==> src/rtl/axi_sram_responder.sv <==
// rtl/axi_sram_responder.sv - AXI4-Lite subordinate serialising reads and writes onto one synchronous SRAM port
// Optional write protection below ROM_TOP is enabled by defining AXI_SRAM_WPROT_EN.
module axi_sram_responder #(
    parameter int          SRAM_AW = 16,
    parameter logic [31:0] ROM_TOP = 32'h0000_0000
) (
    input  logic               g_clk,
    input  logic               g_reset,

    input  logic               axi_awvalid,
    output logic               axi_awready,
    input  logic [31:0]        axi_awaddr,
    input  logic [2:0]         axi_awprot,

    input  logic               axi_wvalid,
    output logic               axi_wready,
    input  logic [31:0]        axi_wdata,
    input  logic [3:0]         axi_wstrb,

    output logic               axi_bvalid,
    input  logic               axi_bready,

    input  logic               axi_arvalid,
    output logic               axi_arready,
    input  logic [31:0]        axi_araddr,
    input  logic [2:0]         axi_arprot,

    output logic               axi_rvalid,
    input  logic               axi_rready,
    output logic [31:0]        axi_rdata,

    output logic               sram_cen,
    output logic               sram_wen,
    output logic [SRAM_AW-1:0] sram_addr,
    output logic [3:0]         sram_strb,
    output logic [31:0]        sram_wdata,
    input  logic [31:0]        sram_rdata,

    output logic               wr_blocked
);

    typedef enum logic [2:0] {
        S_IDLE    = 3'd0,
        S_RD_REQ  = 3'd1,
        S_RD_RESP = 3'd2,
        S_WR_REQ  = 3'd3,
        S_WR_RESP = 3'd4
    } state_t;

    state_t             state_q, state_d;
    logic               prio_wr_q, prio_wr_d;    // 0: read wins the next contested cycle
    logic [SRAM_AW-1:0] addr_q, addr_d;
    logic [3:0]         strb_q, strb_d;
    logic [31:0]        wdata_q, wdata_d;
    logic [31:0]        rdata_q, rdata_d;
    logic               rd_first_q, rd_first_d;  // high in the first RD_RESP cycle, when SRAM data is live

    logic wr_elig;
    logic rd_elig;
    logic grant_rd;
    logic grant_wr;
    logic wr_block;

    // Address bits outside the word index and the prot fields carry no meaning here.
    logic unused_inputs;
    assign unused_inputs = ^{axi_awprot, axi_arprot,
                             axi_awaddr[31:SRAM_AW+2], axi_awaddr[1:0],
                             axi_araddr[31:SRAM_AW+2], axi_araddr[1:0]};

    assign wr_elig  = axi_awvalid & axi_wvalid;
    assign rd_elig  = axi_arvalid;
    assign grant_rd = (state_q == S_IDLE) & rd_elig & (~wr_elig | ~prio_wr_q);
    assign grant_wr = (state_q == S_IDLE) & wr_elig & (~rd_elig | prio_wr_q);

`ifdef AXI_SRAM_WPROT_EN
    // Compare the aliased byte address so every alias of the protected region stays protected.
    logic [31:0] wr_byte_addr;
    assign wr_byte_addr = 32'({addr_q, 2'b00});
    assign wr_block     = (wr_byte_addr < ROM_TOP);
`else
    logic unused_rom_top;
    assign unused_rom_top = ^ROM_TOP;
    assign wr_block       = 1'b0;
`endif

    // State register.
    always_ff @(posedge g_clk) begin
        if (g_reset) begin
            state_q <= S_IDLE;
        end else begin
            state_q <= state_d;
        end
    end

    // Next-state logic: one access in flight, each response held until accepted.
    always_comb begin
        state_d = state_q;
        case (state_q)
            S_IDLE: begin
                if (grant_rd) begin
                    state_d = S_RD_REQ;
                end else if (grant_wr) begin
                    state_d = S_WR_REQ;
                end
            end
            S_RD_REQ:  state_d = S_RD_RESP;
            S_RD_RESP: if (axi_rready) state_d = S_IDLE;
            S_WR_REQ:  state_d = S_WR_RESP;
            S_WR_RESP: if (axi_bready) state_d = S_IDLE;
            default:   state_d = S_IDLE;
        endcase
    end

    // Output logic: readies only in IDLE for the granted request, SRAM strobes in the REQ states.
    always_comb begin
        axi_arready = grant_rd;
        axi_awready = grant_wr;
        axi_wready  = grant_wr;
        axi_rvalid  = (state_q == S_RD_RESP);
        axi_bvalid  = (state_q == S_WR_RESP);
        sram_wen    = (state_q == S_WR_REQ);
        sram_cen    = (state_q == S_RD_REQ) | ((state_q == S_WR_REQ) & ~wr_block);
        wr_blocked  = (state_q == S_WR_REQ) & wr_block;
    end

    // Datapath next values: capture request fields on grant, SRAM data on the first response cycle.
    always_comb begin
        addr_d     = addr_q;
        strb_d     = strb_q;
        wdata_d    = wdata_q;
        rdata_d    = rdata_q;
        prio_wr_d  = prio_wr_q;
        rd_first_d = (state_q == S_RD_REQ);
        if (grant_rd) begin
            addr_d = axi_araddr[SRAM_AW+1:2];
        end else if (grant_wr) begin
            addr_d  = axi_awaddr[SRAM_AW+1:2];
            strb_d  = axi_wstrb;
            wdata_d = axi_wdata;
        end
        if ((grant_rd | grant_wr) & rd_elig & wr_elig) begin
            prio_wr_d = ~prio_wr_q;
        end
        if (rd_first_q) begin
            rdata_d = sram_rdata;
        end
    end

    // Datapath registers.
    always_ff @(posedge g_clk) begin
        if (g_reset) begin
            addr_q     <= '0;
            strb_q     <= '0;
            wdata_q    <= '0;
            rdata_q    <= '0;
            prio_wr_q  <= 1'b0;
            rd_first_q <= 1'b0;
        end else begin
            addr_q     <= addr_d;
            strb_q     <= strb_d;
            wdata_q    <= wdata_d;
            rdata_q    <= rdata_d;
            prio_wr_q  <= prio_wr_d;
            rd_first_q <= rd_first_d;
        end
    end

    // SRAM data is presented directly in the first response cycle so rvalid can rise two cycles
    // after the AR handshake; afterwards the captured copy keeps rdata stable under backpressure.
    assign axi_rdata  = rd_first_q ? sram_rdata : rdata_q;
    assign sram_addr  = addr_q;
    assign sram_strb  = strb_q;
    assign sram_wdata = wdata_q;

endmodule
==> config.mk <==
export PLATFORM = sky130hd
export DESIGN_NAME = axi_sram_responder
export DESIGN_NICKNAME = d
export VERILOG_FILES = /design/src/rtl/axi_sram_responder.sv
export SDC_FILE = /design/constraint.sdc
export NUM_CORES = 1
export LEC_CHECK = 0
export ABC_CLOCK_PERIOD_IN_PS = 4100
export CAP_MARGIN = 20
export CORE_ASPECT_RATIO = 1.5
export CORE_UTILIZATION = 38
export DETAILED_ROUTE_END_ITERATION = 12
export GPL_TIMING_DRIVEN = 0
export HOLD_SLACK_MARGIN = 0.12
export PLACE_DENSITY = 0.86
export SYNTH_ARGS = -nofsm -noshare
export SYNTH_HDL_FRONTEND = slang
export SYNTH_SLANG_ARGS = --single-unit
==> constraint.sdc <==
create_clock -name g_clk -period 4.1 [get_ports g_clk]
set_input_delay 1.025 -clock g_clk [delete_from_list [all_inputs] [get_ports g_clk]]
set_output_delay 1.025 -clock g_clk [all_outputs]
set_load 0.005 [all_outputs]
* Word-level counts from Yosys, hierarchy flattened *
Cells that the tools add are included.
W data, S select, Z words.

storage, ports and cells
  flip-flop bits (word level) = 89
  word-level logic and storage cells = 41
  output and inout bits = 92
  input bits = 145

cells by class
  muxes and demuxes = 8
  bitwise operators = 15
  reductions and logical operators = 4
  eq/ne operators = 7

operators by type and width
  cell                  number
  $mux W16              2
  $mux W32              1
  $pmux W3 S5           1
  $mux W3               4
  $and A1 B1 Y1         7
  $eq A3 B2 Y1 const B  2
  $ne A2 B1 Y1 const B  2
  $not A1 Y1            4
  $or A1 B1 Y1          4
  $eq A3 B1 Y1 const B  1
  $eq A3 B3 Y1 const B  1
  $logic_not A3 Y1      1
  $ne A3 B3 Y1 const B  1
  $reduce_and A3 Y1     1
  $reduce_and A2 Y1     1
  $reduce_bool A2 Y1    1

* Longest topological paths before layout *
Gate-level depths: netlist of the first run.

  depth after elaboration = 7
  gate-level depth with buffers = 8
  depth with buffers taken out = 5

* Least setup slack after synthesis of the first run *
Ideal clock, no wire load.

  kind = in2out
  from = input axi_awvalid
  to = output axi_wready
  buffers on the path = 3
  data required time = 3.075 ns
  data arrival time = 1.912 ns
  path slack = 1.163 ns
  stages = 6
  path through = and2_1 nand3_1 buf_2 clkinv_2 buf_4 buf_4

on the way
  word-level cells in the longest chain between the ends = 3

RTL lines
  item                         RTL line  text
  from (decl)                  10        input logic axi_awvalid,
  $and A1 B1 Y1                70        assign wr_elig = axi_awvalid & axi_wvalid;
  $and A1 B1 Y1 (2 in series)  73        assign grant_wr = (state_q == S_IDLE) & wr_elig & (~rd_elig | prio_wr_q);
  to (decl)                    16        output logic axi_wready,

Every way passes these cells.

* Worst setup path after layout of the first run *
  from = input axi_arvalid
  to = output axi_wready

on the way
  word-level cells in the longest chain between the ends = 3

RTL lines
  item           RTL line  text
  from (decl)    23        input logic axi_arvalid,
  $not A1 Y1     73
  $or A1 B1 Y1   73
  $and A1 B1 Y1  73

Every way passes these cells.

==> flow_summary.json, run 1 <==
{
  "status": "complete, no violations",
  "fin_util": 0.6641,
  "hp-start": "sram_wdata[8]",
  "crit_path_start": "axi_arvalid",
  "worst_ep_arrival_time_ns": 2.86,
  "start_util": 0.3888,
  "preCtsSetupSlack_ns": 0.09397,
  "diodes": 0,
  "slew_viol_final": 0,
  "placed_area_sq_um": 5522,
  "cts_root_buffer": "clkbuf_16",
  "synth.distinct_cells": 30,
  "finalNonFillerCells": 674,
  "viasPerCell": 4.749,
  "fillers": 731,
  "cts_resized": 0,
  "rsz0062_at_grt": "no",
  "grt_max_degree": 14,
  "clkLatencyLatePin_ns": 0.33,
  "syn_to_final_growth_pct": 70.81,
  "setup_tns_ns": 0,
  "grt_pass1_vias": 3236,
  "p_per_area_nw_per_um2": 379.0,
  "clockPowerShare": 0.389,
  "synth_top_area_frac": 0.5222,
  "cts_buffers": 9,
  "crit_type": "input port to output pin",
  "ys_seq_elements": 89,
  "rows": 42,
  "yosys-top-cells-count": "89 x dfxtp_1, 72 x nand2_1, 41 x a21oi_1",
  "timing_hold_violations_final": 0,
  "holdWs_ns": 0.4537,
  "dpl.hpwl_mm": 7.200,
  "fin_crit_ns": 3.889,
  "synth.most_common_cell": "dfxtp_1",
  "r2r_slack_ns": 2.34,
  "synth-main-ff-cell": "dfxtp_1",
  "grt_overflow": 0,
  "worst_slack_ns": 0.2107,
  "synth_top_cell_by_area": "dfxtp_1",
  "cts_htree_levels": 3,
  "syn_avg_cell_area_sq_um": 9.666,
  "peakVddDrop_mv": 0.2614,
  "io_buffers": 197,
  "clk_path_buf_depth": 2,
  "rr_startpoint": "state_q[1]",
  "path_clk_slew_ns": 0.06,
  "max_cap_viol_count": 0,
  "setup_viol": 0,
  "required_ns": 3.07,
  "drt_iter0_drc": 75,
  "leakage_nw": 2.210,
  "wl_mm": 9.313,
  "cts.sinks": 89,
  "async_reset_ff_frac": 0,
  "cp-end-kind": "output pin",
  "place_inst": 660,
  "antenna_found_initial": 0,
  "route.detailed.drc": 0,
  "drt.antenna.violating_nets": 0,
  "syn-num-nets": 498,
  "nets": 705,
  "internal-power_mw": 1.734,
  "syn_area_sq_um": 3412,
  "p_sw_mw": 0.4754,
  "synth_edf_count": 0,
  "cts_setup_buffers": 0,
  "final_area_sq_um": 5828,
  "period_share": 0.9486,
  "sw_frac_of_total": 0.2152,
  "dieArea_sq_um": 9370,
  "path_max_fanout": 20,
  "fmax_mhz": 257.1,
  "clock-skew-final_ns": 0.005327,
  "layout-drive-gt1-share": 0.1011,
  "coreArea_sq_um": 8776,
  "place_congestion": 0.7289,
  "netlist_top_cells_area": "dfxtp_1 52%, mux2_2 8.6%, nand2_1 7.9%, nor2b_1 6.2%, a21oi_1 6.0%",
  "die_w_microns": 79.37,
  "grt_util_all_layers": 0.2063,
  "die_h_microns": 118.1,
  "p_seq_frac": 0.425,
  "wire_per_inst_microns": 13.82,
  "min_path_type": "flip-flop to flip-flop",
  "io_pins": 237,
  "yosysWarnings": 0,
  "pwr-share-comb": 0.186,
  "grt_pass1_wl_mm": 15.05,
  "p_total_mw": 2.209,
  "ys_seq_area_frac": 0.5222,
  "syn_inst": 353,
  "hold_buffers": 0,
  "cts_tree": "done",
  "startpoint_type": "input port",
  "drtPass1Iterations": 4,
  "via_count": 3201
}
-- final timing paths --
check,endpoint,cells past startpoint
max,axi_wready,7
min,sram_wdata[8],2
max reg2reg,sram_wdata[0],8
min reg2reg,sram_wdata[8],2
-- layer usage --
layer | part of all wire | vias to the layer above | track usage
li1 | - | 1591 | -
met1 | 0.39 | 1451 | 0.2104
met2 | 0.52 | 135 | 0.3750
met3 | 0.065 | 24 | 0.05116
met4 | 0.031 | 0 | 0.1080
met5 | 0 | - | 0
-- worst max-delay path, stage by stage --
cell and delay [ns]:
clkdlybuf4s50_1 0.53, nand2b_1 0.09, nand3_1 0.13, buf_4 0.19, clkinv_2 0.24, buf_4 0.22, clkdlybuf4s50_1 0.43
-- kinds of logic after synthesis --
logic type,Yosys count,share of synthesized area
AO/OA/AOI/OAI,60,0.1129
XOR/XNOR,1,0.002567
buffers and inverters,28,0.04363
flip-flops,89,0.5222
multiplexers,32,0.1056
other,1,0.001099
AND/OR/NAND/NOR,142,0.2120
-- registers in the layout, summed over array words and instances, names as in the netlist --
register and count:
sram_addr 16, sram_strb 4, state_q 3, prio_wr_q 1, rd_first_q 1, sram_wdata 32
rdata_q 32
-- cell type report --
class / count / area, sq um / area share
clock inverter: 3 / 65.06 / 0.01116
clock buffer: 12 / 246.5 / 0.04229
inverter: 2 / 8.758 / 0.001503
multi-input combinational: 236 / 1481 / 0.2542
sequential: 89 / 1782 / 0.3057
buffer: 25 / 135.1 / 0.02319
timing repair buffer: 197 / 1972 / 0.3383
tap: 110 / 137.6 / 0.02362
-- placed cells by master (no fill, tap or decap), types with 9 or more instances in the layout --
cell             count
nand2_1             72
mux2_2              26
clkdlybuf4s50_1    197
dfxtp_1             89
a221o_1             16
clkbuf_1            11
nor2b_1             34
a21oi_1             41
clkbuf_16            9
and2_1              19
-- power groups by stage --
stage | clock network [mW] | logic [mW] | registers, mW
floorplan | 0 | 0.153 | 0.957
global placement | 0 | 0.405 | 0.956
detailed placement | 0 | 0.413 | 0.957
CTS | 0.876 | 0.417 | 0.939
global route | 0.916 | 0.445 | 0.945
finish | 0.859 | 0.411 | 0.939
Power figures use the tool's default switching activity.
==> run 2: changes to the inputs <==
--- a/config.mk
+++ b/config.mk
@@ -7,12 +7,13 @@
 export LEC_CHECK = 0
 export ABC_CLOCK_PERIOD_IN_PS = 4100
 export CAP_MARGIN = 20
-export CORE_ASPECT_RATIO = 1.5
-export CORE_UTILIZATION = 38
+export CORE_AREA = 2 2 91 93
 export DETAILED_ROUTE_END_ITERATION = 12
+export DIE_AREA = 0 0 93 95
+export DONT_BUFFER_PORTS = 1
+export GPL_ROUTABILITY_DRIVEN = 0
 export GPL_TIMING_DRIVEN = 0
 export HOLD_SLACK_MARGIN = 0.12
-export PLACE_DENSITY = 0.86
 export SYNTH_ARGS = -nofsm -noshare
 export SYNTH_HDL_FRONTEND = slang
 export SYNTH_SLANG_ARGS = --single-unit
==> run 2 against run 1 <==
Net effect: first-iteration DRC count fell by 61%; die area down 5.7%; critical path depth fell by 1; power decreased by 16%; sequential power up 1%; non-clock buffer count down 196; clock power decreased by 17%; critical endpoint unchanged.
==> flow_summary.json, run 2 (same netlist as run 1, synthesis figures left out) <==
{
  "die_w_microns": 93,
  "cts_tree": "done",
  "path_clk_slew_ns": 0.09,
  "io_buffers": 0,
  "io_pins": 237,
  "period_share": 0.7635,
  "route.detailed.drc": 0,
  "diodes": 0,
  "r2r-end": "sram_wdata[21]",
  "critPathSlowestCell": "buf_2",
  "via_count": 2444,
  "peakVddDrop_mv": 0.1891,
  "dpl.hpwl_mm": 5.890,
  "timing_hold_violations_final": 0,
  "rsz0062_at_grt": "no",
  "r2r_slack_ns": 2.37,
  "fmax_mhz": 319.5,
  "clkLatencyLatePin_ns": 0.34,
  "slew_viol_final": 0,
  "regArea_sq_um": 1782,
  "preCtsSetupSlack_ns": 0.9267,
  "placed_area_sq_um": 3543,
  "antenna_found_initial": 0,
  "viasPerCell": 5.156,
  "p_seq_frac": 0.514,
  "max_cap_viol_count": 0,
  "syn_to_final_growth_pct": 11.00,
  "internal-power_mw": 1.426,
  "worst_ep_arrival_time_ns": 2.11,
  "grt_overflow": 0,
  "required_ns": 3.07,
  "fillers": 769,
  "p_sw_mw": 0.4196,
  "drt_iter0_drc": 29,
  "p_total_mw": 1.845,
  "startpoint_type": "input port",
  "hold_buffers": 0,
  "dieArea_sq_um": 8835,
  "layout-drive-gt1-share": 0.1599,
  "worst_slack_ns": 0.9699,
  "wire_per_inst_microns": 16.23,
  "cp-end-kind": "output pin",
  "multiInputGateArea_sq_um": 1481,
  "max_slew_margin": 0.6552,
  "start_util": 0.4304,
  "clockPowerShare": 0.388,
  "crit_type": "input port to output pin",
  "clk_path_buf_depth": 2,
  "clock-skew-final_ns": 0.007837,
  "fin_crit_ns": 3.130,
  "die_h_microns": 95,
  "crit_path_start": "axi_awvalid",
  "grt_pass1_vias": 2315,
  "leakage_nw": 1.452,
  "critPathMaxStageDelay_ns": 0.25,
  "cts_setup_buffers": 0,
  "rows": 33,
  "setup_viol": 0,
  "setup_tns_ns": 0,
  "cts.sinks": 89,
  "wl_mm": 7.691,
  "grt_pass1_wl_mm": 11.12,
  "setup.worst_path.end": "axi_wready",
  "fin_util": 0.4777,
  "layout_common_cells": "89 x dfxtp_1, 72 x nand2_1, 41 x a21oi_1",
  "worstPathCellList": "and2_1 -> nand3_1 -> buf_2 -> clkinv_2 -> buf_4 -> buf_4",
  "sw_frac_of_total": 0.2274,
  "nets": 509,
  "grt_util_all_layers": 0.1644,
  "ff2ff_path_depth": 6,
  "path_max_fanout": 11,
  "rr_startpoint": "state_q[2]",
  "drtPass1Iterations": 4,
  "final_area_sq_um": 3787,
  "final_common_cell": "dfxtp_1",
  "coreArea_sq_um": 7928,
  "pwr-share-comb": 0.099,
  "grt_max_degree": 15,
  "cpMostUsedCell": "buf_4",
  "min_path_type": "flip-flop to flip-flop",
  "cts_htree_levels": 3,
  "tightest_slew_ns": 0.5172,
  "status": "complete, no violations",
  "p_per_area_nw_per_um2": 487.2,
  "drt.antenna.violating_nets": 0,
  "cts_resized": 0,
  "cts_root_buffer": "clkbuf_8",
  "cts_buffers": 9
}
-- run 2: cell types whose count changed in the layout (fill, tap and decap cells not counted), sizes merged --
cell           before  now
clkdlybuf4s50     197    0
clkinv              2    1
bufinv              2    3
inv                 1    2
buf                16   17
-- run 2: power groups by stage --
stage | Clock [mW] | Sequential (mW) | Combinational [mW]
finish | 0.716 | 0.948 | 0.182
global route | 0.772 | 0.953 | 0.205
CTS | 0.735 | 0.948 | 0.186
detailed placement | 0 | 0.967 | 0.186
global placement | 0 | 0.967 | 0.182
floorplan | 0 | 0.957 | 0.153
-- run 2: worst max-delay path, delay by kind of cell --
kind                   cells  cell delay, ns
buffers and inverters      4            0.81
AND/OR/NAND/NOR            2            0.27
-- run 2: area by class of cell --
class                   count  area share
multi-input cells         236      0.3911
well taps                 105     0.03469
flip-flops and latches     89      0.4704
clock buffers              12     0.03832
inverters                   2    0.002313
plain buffers              26     0.03700
clock inverters             4     0.02610
-- run 2: metrics by stage --
| step | instances | hold slack (ns) |
|---|---|---|
| 2_1_floorplan | 353 | 0.4527 |
| 3_3_place_gp | 458 | 0.4655 |
| 3_5_place_dp | 458 | 0.4687 |
| 4_1_cts | 474 | 0.4813 |
| 5_1_grt | 474 | 0.5051 |
| 6_report | 474 | 0.4784 |
-- run 2: worst min path at each step --
| stage | end | depth (start not counted) | slack, ns | startpoint |
|---|---|---|---|---|
| after floorplan | sram_strb[0] | 2 | 0.45 | sram_strb[0] |
| after global placement | sram_wdata[18] | 2 | 0.47 | sram_wdata[18] |
| after detailed placement | sram_wdata[7] | 2 | 0.47 | sram_wdata[7] |
| after CTS | sram_wdata[7] | 2 | 0.48 | sram_wdata[7] |
| after global routing | sram_wdata[20] | 2 | 0.51 | sram_wdata[20] |
| final | sram_wdata[18] | 2 | 0.48 | sram_wdata[18] |
-- run 2: metal layers --
metal / global-route usage / part of all wire / vias to the layer above
li1: - / - / 1199
met1: 0.1764 / 0.38 / 1094
met2: 0.2790 / 0.49 / 139
met3: 0.07422 / 0.12 / 12
met4: 0.07475 / 0.016 / 0
met5: 0 / 0 / -
